[config.mk]
export PLATFORM = sky130hd
export DESIGN_NAME = sram_port_ctrl
export DESIGN_NICKNAME = d
export VERILOG_FILES = /design/src/rtl/sram_ctrl_pkg.sv /design/src/rtl/sram_resp_buf.sv /design/src/rtl/sram_port_ctrl.sv
export SDC_FILE = /design/constraint.sdc
export NUM_CORES = 1
export LEC_CHECK = 0
export ABC_AREA = 1
export BUFFER_PORTS_ARGS = -buffer_cell sky130_fd_sc_hd__buf_2
export CORE_MARGIN = 2
export CORE_UTILIZATION = 45
export CTS_BUF_LIST = sky130_fd_sc_hd__clkbuf_16
export CTS_CLUSTER_SIZE = 16
export DETAILED_ROUTE_END_ITERATION = 10
export PLACE_DENSITY = 0.74
export SYNTH_ARGS = -nofsm -noshare
export SYNTH_HDL_FRONTEND = slang
export SYNTH_SLANG_ARGS = --single-unit
[constraint.sdc]
create_clock -name CLK -period 1.73 [get_ports CLK]
set_input_delay 0.2595 -clock CLK [delete_from_list [all_inputs] [get_ports CLK]]
set_output_delay 0.2595 -clock CLK [all_outputs]
set_load 0.01 [all_outputs]
[src/rtl/sram_ctrl_pkg.sv]
// Shared definitions for the SRAM port controller: sequencing states and
// default macro geometry.
package sram_ctrl_pkg;

   typedef enum logic [1:0] {
      BOOT = 2'd0,
      INIT = 2'd1,
      RUN  = 2'd2
   } state_t;

   localparam int DEF_BITS   = 32;
   localparam int DEF_DEPTH  = 64;
   localparam int DEF_ADDR_W = 6;

endpackage

[src/rtl/sram_resp_buf.sv]
// One-entry holding buffer on the read response path. Read data comes
// straight from the macro Q pins on the cycle after the read; if the consumer
// stalls on that cycle, Q is captured here because the macro does not hold it.
module sram_resp_buf
   import sram_ctrl_pkg::*;
#(
   parameter int BITS = DEF_BITS
) (
   input  logic            CLK,
   input  logic            RSTN,
   input  logic            rd_inflight,
   input  logic            resp_ready,
   input  logic [BITS-1:0] sram_q,
   output logic            buf_valid,
   output logic            resp_valid,
   output logic [BITS-1:0] resp_rdata
);

   logic [BITS-1:0] buf_data;

   // Capture Q on a stalled read; release the entry once the consumer takes it.
   always_ff @(posedge CLK or negedge RSTN) begin
      if (!RSTN) begin
         buf_valid <= 1'b0;
         buf_data  <= '0;
      end else if (buf_valid) begin
         if (resp_ready) begin
            buf_valid <= 1'b0;
         end
      end else if (rd_inflight && !resp_ready) begin
         buf_valid <= 1'b1;
         buf_data  <= sram_q;
      end
   end

   // The buffered word takes priority; otherwise Q is passed through live.
   always_comb begin
      resp_valid = rd_inflight || buf_valid;
      resp_rdata = buf_valid ? buf_data : sram_q;
   end

endmodule

[src/rtl/sram_port_ctrl.sv]
// Requester-side controller for a single-port SRAM macro (active-low CEB/WEB,
// one-cycle synchronous read). Zero-fills the array after reset, then maps a
// valid/ready request channel directly onto the macro pins and returns read
// data on a valid/ready response channel.
//
// state | meaning
// ------+----------------------------------------------------------
// BOOT  | one idle cycle after reset, macro deselected
// INIT  | zero-fill sweep, one write per cycle at address cnt
// RUN   | normal traffic, requests accepted when the response path can take them
module sram_port_ctrl
   import sram_ctrl_pkg::*;
#(
   parameter int BITS    = DEF_BITS,
   parameter int DEPTH   = DEF_DEPTH,
   parameter int ADDR_W  = DEF_ADDR_W,
   parameter bit INIT_EN = 1'b1
) (
   input  logic              CLK,
   input  logic              RSTN,
   input  logic              req_valid,
   output logic              req_ready,
   input  logic              req_write,
   input  logic [ADDR_W-1:0] req_addr,
   input  logic [BITS-1:0]   req_wdata,
   output logic              resp_valid,
   input  logic              resp_ready,
   output logic [BITS-1:0]   resp_rdata,
   output logic              init_done,
   output logic              sram_ceb,
   output logic              sram_web,
   output logic [ADDR_W-1:0] sram_a,
   output logic [BITS-1:0]   sram_d,
   input  logic [BITS-1:0]   sram_q
);

   localparam logic [ADDR_W-1:0] CNT_LAST = ADDR_W'(DEPTH - 1);

   state_t            state;
   logic [ADDR_W-1:0] cnt;
   logic              rd_inflight;
   logic              buf_valid;
   logic              fire;
   logic [ADDR_W-1:0] a_q;
   logic [BITS-1:0]   d_q;

   // A read still on Q with a stalled consumer would need a second buffer slot,
   // so the request side closes in that case and while the buffer is occupied.
   always_comb begin
      req_ready = (state == RUN) && !buf_valid && !(rd_inflight && !resp_ready);
      fire      = req_valid && req_ready;
      init_done = (state == RUN);
   end

   // Macro pins: sweep writes during INIT, pass-through of accepted requests in
   // RUN; address and data hold their last driven value when deselected.
   always_comb begin
      sram_ceb = 1'b1;
      sram_web = 1'b1;
      sram_a   = a_q;
      sram_d   = d_q;
      case (state)
         INIT: begin
            sram_ceb = 1'b0;
            sram_web = 1'b0;
            sram_a   = cnt;
            sram_d   = '0;
         end
         RUN: begin
            if (fire) begin
               sram_ceb = 1'b0;
               sram_web = !req_write;
               sram_a   = req_addr;
               sram_d   = req_wdata;
            end
         end
         default: begin
         end
      endcase
   end

   // Sequencing: BOOT -> (INIT sweep) -> RUN; cnt stops at the last address.
   always_ff @(posedge CLK or negedge RSTN) begin
      if (!RSTN) begin
         state <= BOOT;
         cnt   <= '0;
      end else begin
         case (state)
            BOOT: state <= INIT_EN ? INIT : RUN;
            INIT: begin
               if (cnt == CNT_LAST) begin
                  state <= RUN;
               end else begin
                  cnt <= cnt + 1'b1;
               end
            end
            RUN:     state <= RUN;
            default: state <= BOOT;
         endcase
      end
   end

   // Track the read whose data appears on Q next cycle, and hold the pins.
   always_ff @(posedge CLK or negedge RSTN) begin
      if (!RSTN) begin
         rd_inflight <= 1'b0;
         a_q         <= '0;
         d_q         <= '0;
      end else begin
         rd_inflight <= fire && !req_write;
         a_q         <= sram_a;
         d_q         <= sram_d;
      end
   end

   sram_resp_buf #(
      .BITS (BITS)
   ) u_resp_buf (
      .CLK         (CLK),
      .RSTN        (RSTN),
      .rd_inflight (rd_inflight),
      .resp_ready  (resp_ready),
      .sram_q      (sram_q),
      .buf_valid   (buf_valid),
      .resp_valid  (resp_valid),
      .resp_rdata  (resp_rdata)
   );

endmodule

==> key figures, run 1 <==
Floorplanning
  – Total die area: approximately 0.01 mm²
  – Initial Utilization: between 40% and 50%
  – DIE WIDTH: slightly below 100 µm
  – Placeable core area: 0.00876 mm²
  – Std cell rows: 34
  – I/O pin count: 150
  – Vertical die dimension: slightly below 100 µm

Clocking
  – Maximum clock insertion buffer count: 2
  – Clock transition at the registers of the reported paths: 0.06 ns
  – TritonCTS buffer count: 9
  – Insertion delay of the later-clocked pin in the worst-skew pair: 0.33 ns
  – H-tree levels: 3
  – Master cell of the clock root buffer: sky130_fd_sc_hd__clkbuf_16
  – Number of clock sinks seen by CTS: 80
  – CTS tree: yes

Power
  – Peak supply drop: ~580 µV
  – Part of the total power dissipated in combinational logic: under 10%
  – Net switching power: 0.851 mW
  – Cell Pwr Density: 696 mW/mm²
  – Design Power: 4.21 mW
  – Share of power burned in the clock network: about half
  – Sw Share: between 20 and 25%
  – Part of the total power dissipated in sequential elements: between 40% and 50%
  – P_leak: around 3.7 nW
  – Internal Power: around 3.4 mW

Final layout
  – Layout-stage area growth over the synthesis result: 48.4%
  – Final nets: slightly above 800
  – Final standard cell area without fillers: 0.00605 mm²
  – Number of inserted diodes: 0
  – Share of cells above drive strength 1: a little under two fifths

Synthesis
  – Number of enable-type register cells in the synthesized netlist: 0
  – Post-Syn Area per Cell: 7.30 µm²
  – Yosys top cell by area: sky130_fd_sc_hd__dfrtp_1
  – Area share of xor/xnor cells in the synthesized design: less than 1%
  – Combinational family with the most area after synthesis: simple AND/OR/NAND/NOR gates
  – Fraction of synthesis flops using an asynchronous set or reset pin: 100%
  – Most common flop cell mapped by yosys: sky130_fd_sc_hd__dfrtp_1
  – Post-synthesis adder-cell area fraction: ~1.2%
  – Area share of the largest cell type after synthesis: about half
  – Simple-gate share of the synthesized area: between 20% and 30%
  – Synth Area in Compound Gates: approximately 8.8%
  – Area of the mapped netlist: 0.00408 mm²
  – Count of state elements after synthesis: 80
  – Count of synthesis-stage warnings from yosys: 0
  – Syn_nets: 638
  – Leading cell types by total area after synthesis: sky130_fd_sc_hd__dfrtp_1 (49%), sky130_fd_sc_hd__nand2_1 (18%), sky130_fd_sc_hd__inv_1 (9.9%)
  – Number of library cell types mapped by synthesis: 25
  – Cell count after synthesis: 559
  – Mux cell area share after synthesis: 0%
  – Post-synthesis sequential area ratio: between 40% and 50%

Global routing
  – Final global-route overflow total: 0
  – Via count of the first global-routing pass: about 3,800
  – Global-route total usage across every layer: between 20% and 30%
  – Antenna violations before repair: 1
  – Wire length of the first global-routing pass: 17,200 µm
  – Pin count of the biggest net entering global routing: 67

Worst setup path
  – Critical Path End Type: primary output
  – Startpoint Class: flip-flop
  – Required time reported for the critical path endpoint: 1.47 ns
  – Arrival time at the worst endpoint: around 2 ns
  – Maximum net fanout on the critical path: 8
  – WS Path Type: flip-flop to primary output

Detailed routing
  – Antenna viol nets, final: 0
  – Uppermost metal layer occupied by signal nets: met4
  – Metal2 WL: between 5000 and 6000 µm
  – Number of DRC markers in iteration 0: 203
  – Number of optimization iterations in the first detailed-route pass: 4
  – Via total after detailed routing: ~4,100
  – Routed length on met1: around 5000 µm
  – Detail-routed via count per cell: 4.83
  – Total length of routed wires: 11,500 µm
  – Routed met3 length: about 900 µm
  – Final routed wire length divided by cell count: 13.5 µm
  – Post-route DRC violation count: 0

STA
  – Max Freq: between 400 and 500 MHz
  – Minimum clock period: around 2.2 ns
  – Final cycle utilization of the critical path: 129%
  – Transition time at the pin with the least slew margin: roughly 0.41 ns
  – Post-route worst setup slack: -0.493 ns
  – Worst Skew: 0.00708 ns
  – Final Hold Violating Endpoints: 0
  – Final Slew Violations: 0
  – Worst relative slew slack: 72.8%
  – Total negative setup slack: -16.27 ns
  – # setup viols final: 40
  – Setup repair after global routing missed its margin: yes

Place
  – Instance area after placement: ~0.0050 mm²
  – Post-DP HPWL: between 6000 and 7000 µm
  – Count of input and output buffers: about 150
  – Last weighted congestion value of the routability-driven placer: approximately 0.85

Outcome
  – Violations in the final reports: setup timing
  – Run status: finished with violations

Worst hold path
  – Min-delay worst type: input pin to flip-flop

Job
  – # Max-Cap Violations: 0
-- metrics by stage --
| stage | worst slack [ns] | utilization (%) | cells | hold WS [ns] |
|---|---|---|---|---|
| final | -0.493 | 69.1 | 850 | 0.0966 |
| after floorplan | 0.000394 | - | 559 | -0.0361 |
| after CTS | -0.409 | 63.9 | 834 | 0.0866 |
| after global placement | -0.00651 | 57.2 | 805 | 0.217 |
| after global routing | -0.574 | 69.1 | 850 | 0.101 |
| after detailed placement | -0.0879 | 57.2 | 805 | 0.219 |
-- state kept, by name (all words and copies together) (netlist names) --
signal / flops
u_resp_buf.buf_data: 32
u_resp_buf.buf_valid: 1
rd_inflight: 1
cnt: 6
state: 2
a_q: 6
d_q: 32
-- power by group through the flow --
stage / Sequential, mW / Clock, mW / Combinational, mW
after global routing: 1.87 / 2.23 / 0.258
after floorplan: 1.91 / 0 / 0.0565
after CTS: 1.87 / 2.14 / 0.232
after detailed placement: 1.91 / 0 / 0.229
final: 1.87 / 2.11 / 0.229
after global placement: 1.91 / 0 / 0.228
-- what timing repair did --
| action | in CTS | in global routing |
|---|---|---|
| hold endpoints to repair | 29 | 0 |
| endpoints found under the setup margin | 74 | 80 |
| buffers inserted | 11 | 12 |
| pin swaps | 4 | 24 |
| gates resized for setup | 34 | 89 |
| hold buffers | 1 | 0 |
| cloned | 2 | 6 |
-- cells in the final DEF (no fill, tap or decap), drive strengths merged --
cell / count
a21oi: 3
buf: 193
bufinv: 3
clkbuf: 12
clkinv: 1
dfrtp: 80
dlygate4sd3: 1
ha: 4
inv: 113
nand2: 198
nand3: 37
nand4: 2
nor2: 22
nor3: 2
o211ai: 1
o21ai: 67
xnor2: 1
xor2: 2
-- per-layer routing --
| metal | vias up | global-route usage (%) |
|---|---|---|
| li1 | 2033 | - |
| met1 | 1865 | 29.5 |
| met2 | 189 | 33.5 |
| met3 | 21 | 5.20 |
| met4 | 0 | 7.06 |
| met5 | - | 0 |
-- area by class of cell --
cell class / count / area (µm²)
Clock buffer: 9 / 225
Clock inverter: 6 / 101
Fill cell: 688 / 2710
Inverter: 111 / 419
Multi-Input combinational cell: 339 / 1730
Sequential cell: 80 / 2000
Tap cell: 108 / 135
Timing Repair Buffer: 197 / 1440
-- critical path, cell delays in order, from the launching register on --
cell and delay (ns):
sky130_fd_sc_hd__dfrtp_1 0.38, sky130_fd_sc_hd__inv_2 0.10, sky130_fd_sc_hd__ha_4 0.17, sky130_fd_sc_hd__inv_4 0.04, sky130_fd_sc_hd__nor2_4 0.12, sky130_fd_sc_hd__nand3_4 0.11
sky130_fd_sc_hd__nand2_8 0.14, sky130_fd_sc_hd__clkbuf_16 0.19, sky130_fd_sc_hd__nand3_2 0.06, sky130_fd_sc_hd__nand2_1 0.10, sky130_fd_sc_hd__inv_1 0.07, sky130_fd_sc_hd__buf_2 0.14
-- Yosys cell counts, types with 4 or more instances --
library cell / count
sky130_fd_sc_hd__buf_2: 10
sky130_fd_sc_hd__buf_4: 6
sky130_fd_sc_hd__clkbuf_1: 7
sky130_fd_sc_hd__dfrtp_1: 80
sky130_fd_sc_hd__ha_1: 4
sky130_fd_sc_hd__inv_1: 108
sky130_fd_sc_hd__nand2_1: 196
sky130_fd_sc_hd__nand3_1: 35
sky130_fd_sc_hd__nor2_1: 21
sky130_fd_sc_hd__o21ai_0: 63
sky130_fd_sc_hd__o21ai_1: 4
-- final timing paths --
kind	start	end	slack, ns	depth (start not counted)
worst min-delay path	resp_ready	u_resp_buf.buf_valid	0.1	2
max in group asynchronous	RSTN	d_q[3]	0.77	3
worst min register to register	a_q[2]	a_q[2]	0.47	2
worst max-delay path	state[0]	sram_d[5]	-0.49	11
worst max register to register	state[0]	d_q[7]	0.01	11
min in group asynchronous	RSTN	u_resp_buf.buf_data[16]	0.40	2
-- cells by family after synthesis --
| group | Yosys count |
|---|---|
| adder cells (fa/ha/maj) | 4 |
| AO/OA/AOI/OAI | 71 |
| flip-flops | 80 |
| buffers and inverters | 140 |
| XOR/XNOR | 3 |
| AND/OR/NAND/NOR | 261 |
No activity file was read; power rests on OpenSTA's default activity.
==> run 2: changes to the inputs <==
==> constraint.sdc (replaced) <==
create_clock -name CLK -period 1.73 [get_ports CLK]
set_input_delay 0.346 -clock CLK [delete_from_list [all_inputs] [get_ports CLK]]
set_output_delay 0.346 -clock CLK [all_outputs]
set_load 0.02 [all_outputs]
==> run 2 against run 1 <==
The flow still finishes with violations (setup timing). Worst hold slack better by 0.084 ns. Maximum frequency down 3.0%. Clock power is 12% lower. Critical path depth decreased by 1. Sequential share of layout area decreased by 5.3 points.
==> key figures, run 2 (synthesized netlist as in run 1, its figures left out) <==
Outcome
  – Run status: finished with violations
  – Violations in the final reports: setup timing

Place
  – Last weighted congestion value of the routability-driven placer: 0.797 (-5.7%)
  – Post-Place Cells: 815 (+1.2%)
  – Post-DP HPWL: 7150 µm (+5.3%)
  – Count of input and output buffers: 149 (unchanged)

Final layout
  – Most common cell after layout, fill and taps aside: sky130_fd_sc_hd__nand2_1
  – Top library cells by usage in the layout, fill and taps aside: sky130_fd_sc_hd__nand2_1 (132), sky130_fd_sc_hd__dfrtp_1 (79), sky130_fd_sc_hd__buf_6 (79)
  – Cell Count, Final, Fillers Out: 871 (+2.5%)
  – Share of cells above drive strength 1: 52.0% (+14 points)
  – Top Registers: d_q (32), u_resp_buf.buf_data (32)
  – Final nets: 838 (+2.6%)
  – Number of inserted diodes: 0 (unchanged)
  – Layout-stage area growth over the synthesis result: 76.8%

Floorplanning
  – I/O pin count: 150 (unchanged)
  – Std cell rows: 34 (unchanged)
  – Initial Utilization: 46.5% (unchanged)
  – Total die area: 0.00984 mm² (unchanged)
  – Vertical die dimension: 99.2 µm (unchanged)
  – DIE WIDTH: 99.2 µm (unchanged)
  – Placeable core area: 0.00876 mm² (unchanged)

Detailed routing
  – Number of optimization iterations in the first detailed-route pass: 5 (+1)
  – Number of DRC markers in iteration 0: 210 (+3.4%)
  – Antenna viol nets, final: 0 (unchanged)
  – Via total after detailed routing: 4,538 (+10%)
  – Detail-routed via count per cell: 5.21 (+7.8%)
  – Post-route DRC violation count: 0 (unchanged)
  – Final routed wire length divided by cell count: 17.6 µm (+30%)
  – Total length of routed wires: 15,300 µm (+34%)

Clocking
  – Master cell of the clock root buffer: sky130_fd_sc_hd__clkbuf_16
  – Clock transition at the registers of the reported paths: 0.06 ns (about the same)
  – H-tree levels: 3 (unchanged)
  – Number of clock sinks seen by CTS: 80 (unchanged)
  – CTS tree: yes
  – Maximum clock insertion buffer count: 2 (unchanged)
  – Insertion delay of the later-clocked pin in the worst-skew pair: 0.33 ns (about the same)
  – TritonCTS buffer count: 9 (unchanged)

Power
  – Cell Pwr Density: 571 mW/mm² (-18%)
  – Peak supply drop: 452 µV (-22%)
  – P_leak: 4.39 nW (+20%)

STA
  – # setup viols final: 72 (+80%)
  – Final Slew Violations: 0 (unchanged)
  – Transition time at the pin with the least slew margin: 0.380 ns (-0.0283 ns)
  – Minimum clock period: 2.29 ns (+0.0698 ns)
  – Final worst hold slack: 0.181 ns (+0.0842 ns)
  – Final Hold Violating Endpoints: 0 (unchanged)
  – Total negative setup slack: -22.56 ns (-6.29 ns)
  – Post-route worst setup slack: -0.563 ns (-0.0698 ns)
  – Final cycle utilization of the critical path: 133% (+4.0 points)
  – Setup repair after global routing missed its margin: yes
  – Worst Skew: 0.00318 ns (-0.00390 ns)
  – Max Freq: 436 MHz (-3.0%)
  – Worst relative slew slack: 74.6% (+1.9 points)

Worst setup path
  – WS Path Type: flip-flop to primary output
  – Startpoint Class: flip-flop
  – Critical Path End Type: primary output
  – Arrival time at the worst endpoint: 1.95 ns (about the same)
  – Maximum net fanout on the critical path: 5 (-3)
  – Required time reported for the critical path endpoint: 1.38 ns (-0.09 ns)

Global routing
  – Via count of the first global-routing pass: 4,282 (+14%)
  – Antenna violations before repair: 0 (-1)
  – Pin count of the biggest net entering global routing: 40 (-40%)
  – Wire length of the first global-routing pass: 19,900 µm (+16%)
  – Final global-route overflow total: 0 (unchanged)
  – Global-route total usage across every layer: 25.2% (+3.7 points)

Worst hold path
  – Min-delay worst type: input pin to flip-flop

Job
  – # Max-Cap Violations: 0 (unchanged)
[run 2: per-stage QoR]
stage               util (%)  instance area [µm²]  total power [mW]  setup slack [ns]
finish                  82.3                 7210              4.12            -0.563
CTS                     73.3                 6430              4.05            -0.492
global route            82.3                 7210              4.25            -0.634
floorplan                  -                 4130              1.99           -0.0466
global placement        58.5                 5130              2.17            -0.130
detailed placement      58.5                 5130              2.17            -0.188
[run 2: what timing repair did]
item | CTS | global route
resized for setup | 221 | 173
setup endpoints to repair | 74 | 106
pin swaps | 23 | 23
buffers inserted | 16 | 16
hold endpoints to repair | 26 | 0
cloned | 8 | 6
hold buffers | 1 | 0
[run 2: layout make-up]
cell class | count | area, µm²
inverters | 111 | 432
clock inverters | 6 | 62.6
multi-input cells | 339 | 2200
fillers | 490 | 1550
repair buffers | 218 | 2150
flip-flops and latches | 80 | 2000
clock buffers | 9 | 225
well taps | 108 | 135
[run 2: final timing paths]
kind	start	to	slack, ns	cells after the start
hold reg to reg	a_q[4]	a_q[4]	0.49	2
setup reg to reg	u_resp_buf.buf_valid	u_resp_buf.buf_data[0]	-0.06	7
setup / recovery	state[0]	sram_a[2]	-0.56	10
max in group asynchronous	RSTN	d_q[18]	0.69	3
min in group asynchronous	RSTN	u_resp_buf.buf_data[7]	0.49	2
hold / removal	req_write	rd_inflight	0.18	2
[run 2: metal layers]
layer  wire [µm]  up-vias  part of all wire, %  track usage (%)
met3        1200       60                  7.8             5.83
met1        5500     2161                   36             30.2
li1            -     2070                    -                -
met4         576        0                  3.8             9.69
met5           0        -                    0                0
met2        8060      247                   53             43.9
[run 2: critical path: stages (launching register included)]
cell	delay [ns]
sky130_fd_sc_hd__dfrtp_1	0.37
sky130_fd_sc_hd__inv_2	0.06
sky130_fd_sc_hd__buf_4	0.14
sky130_fd_sc_hd__ha_4	0.24
sky130_fd_sc_hd__nand4_1	0.09
sky130_fd_sc_hd__buf_6	0.18
sky130_fd_sc_hd__clkbuf_16	0.16
sky130_fd_sc_hd__nor2_2	0.04
sky130_fd_sc_hd__nor2_1	0.13
sky130_fd_sc_hd__nand2_2	0.08
sky130_fd_sc_hd__buf_6	0.13
[run 2: power by group]
group	switching, mW	internal, mW	total [mW]	leakage [nW]
clock	0.758	1.10	1.86	0.139
combinational	0.203	0.180	0.382	3.17
sequential	0.0000000000000000906	1.87	1.87	1.08
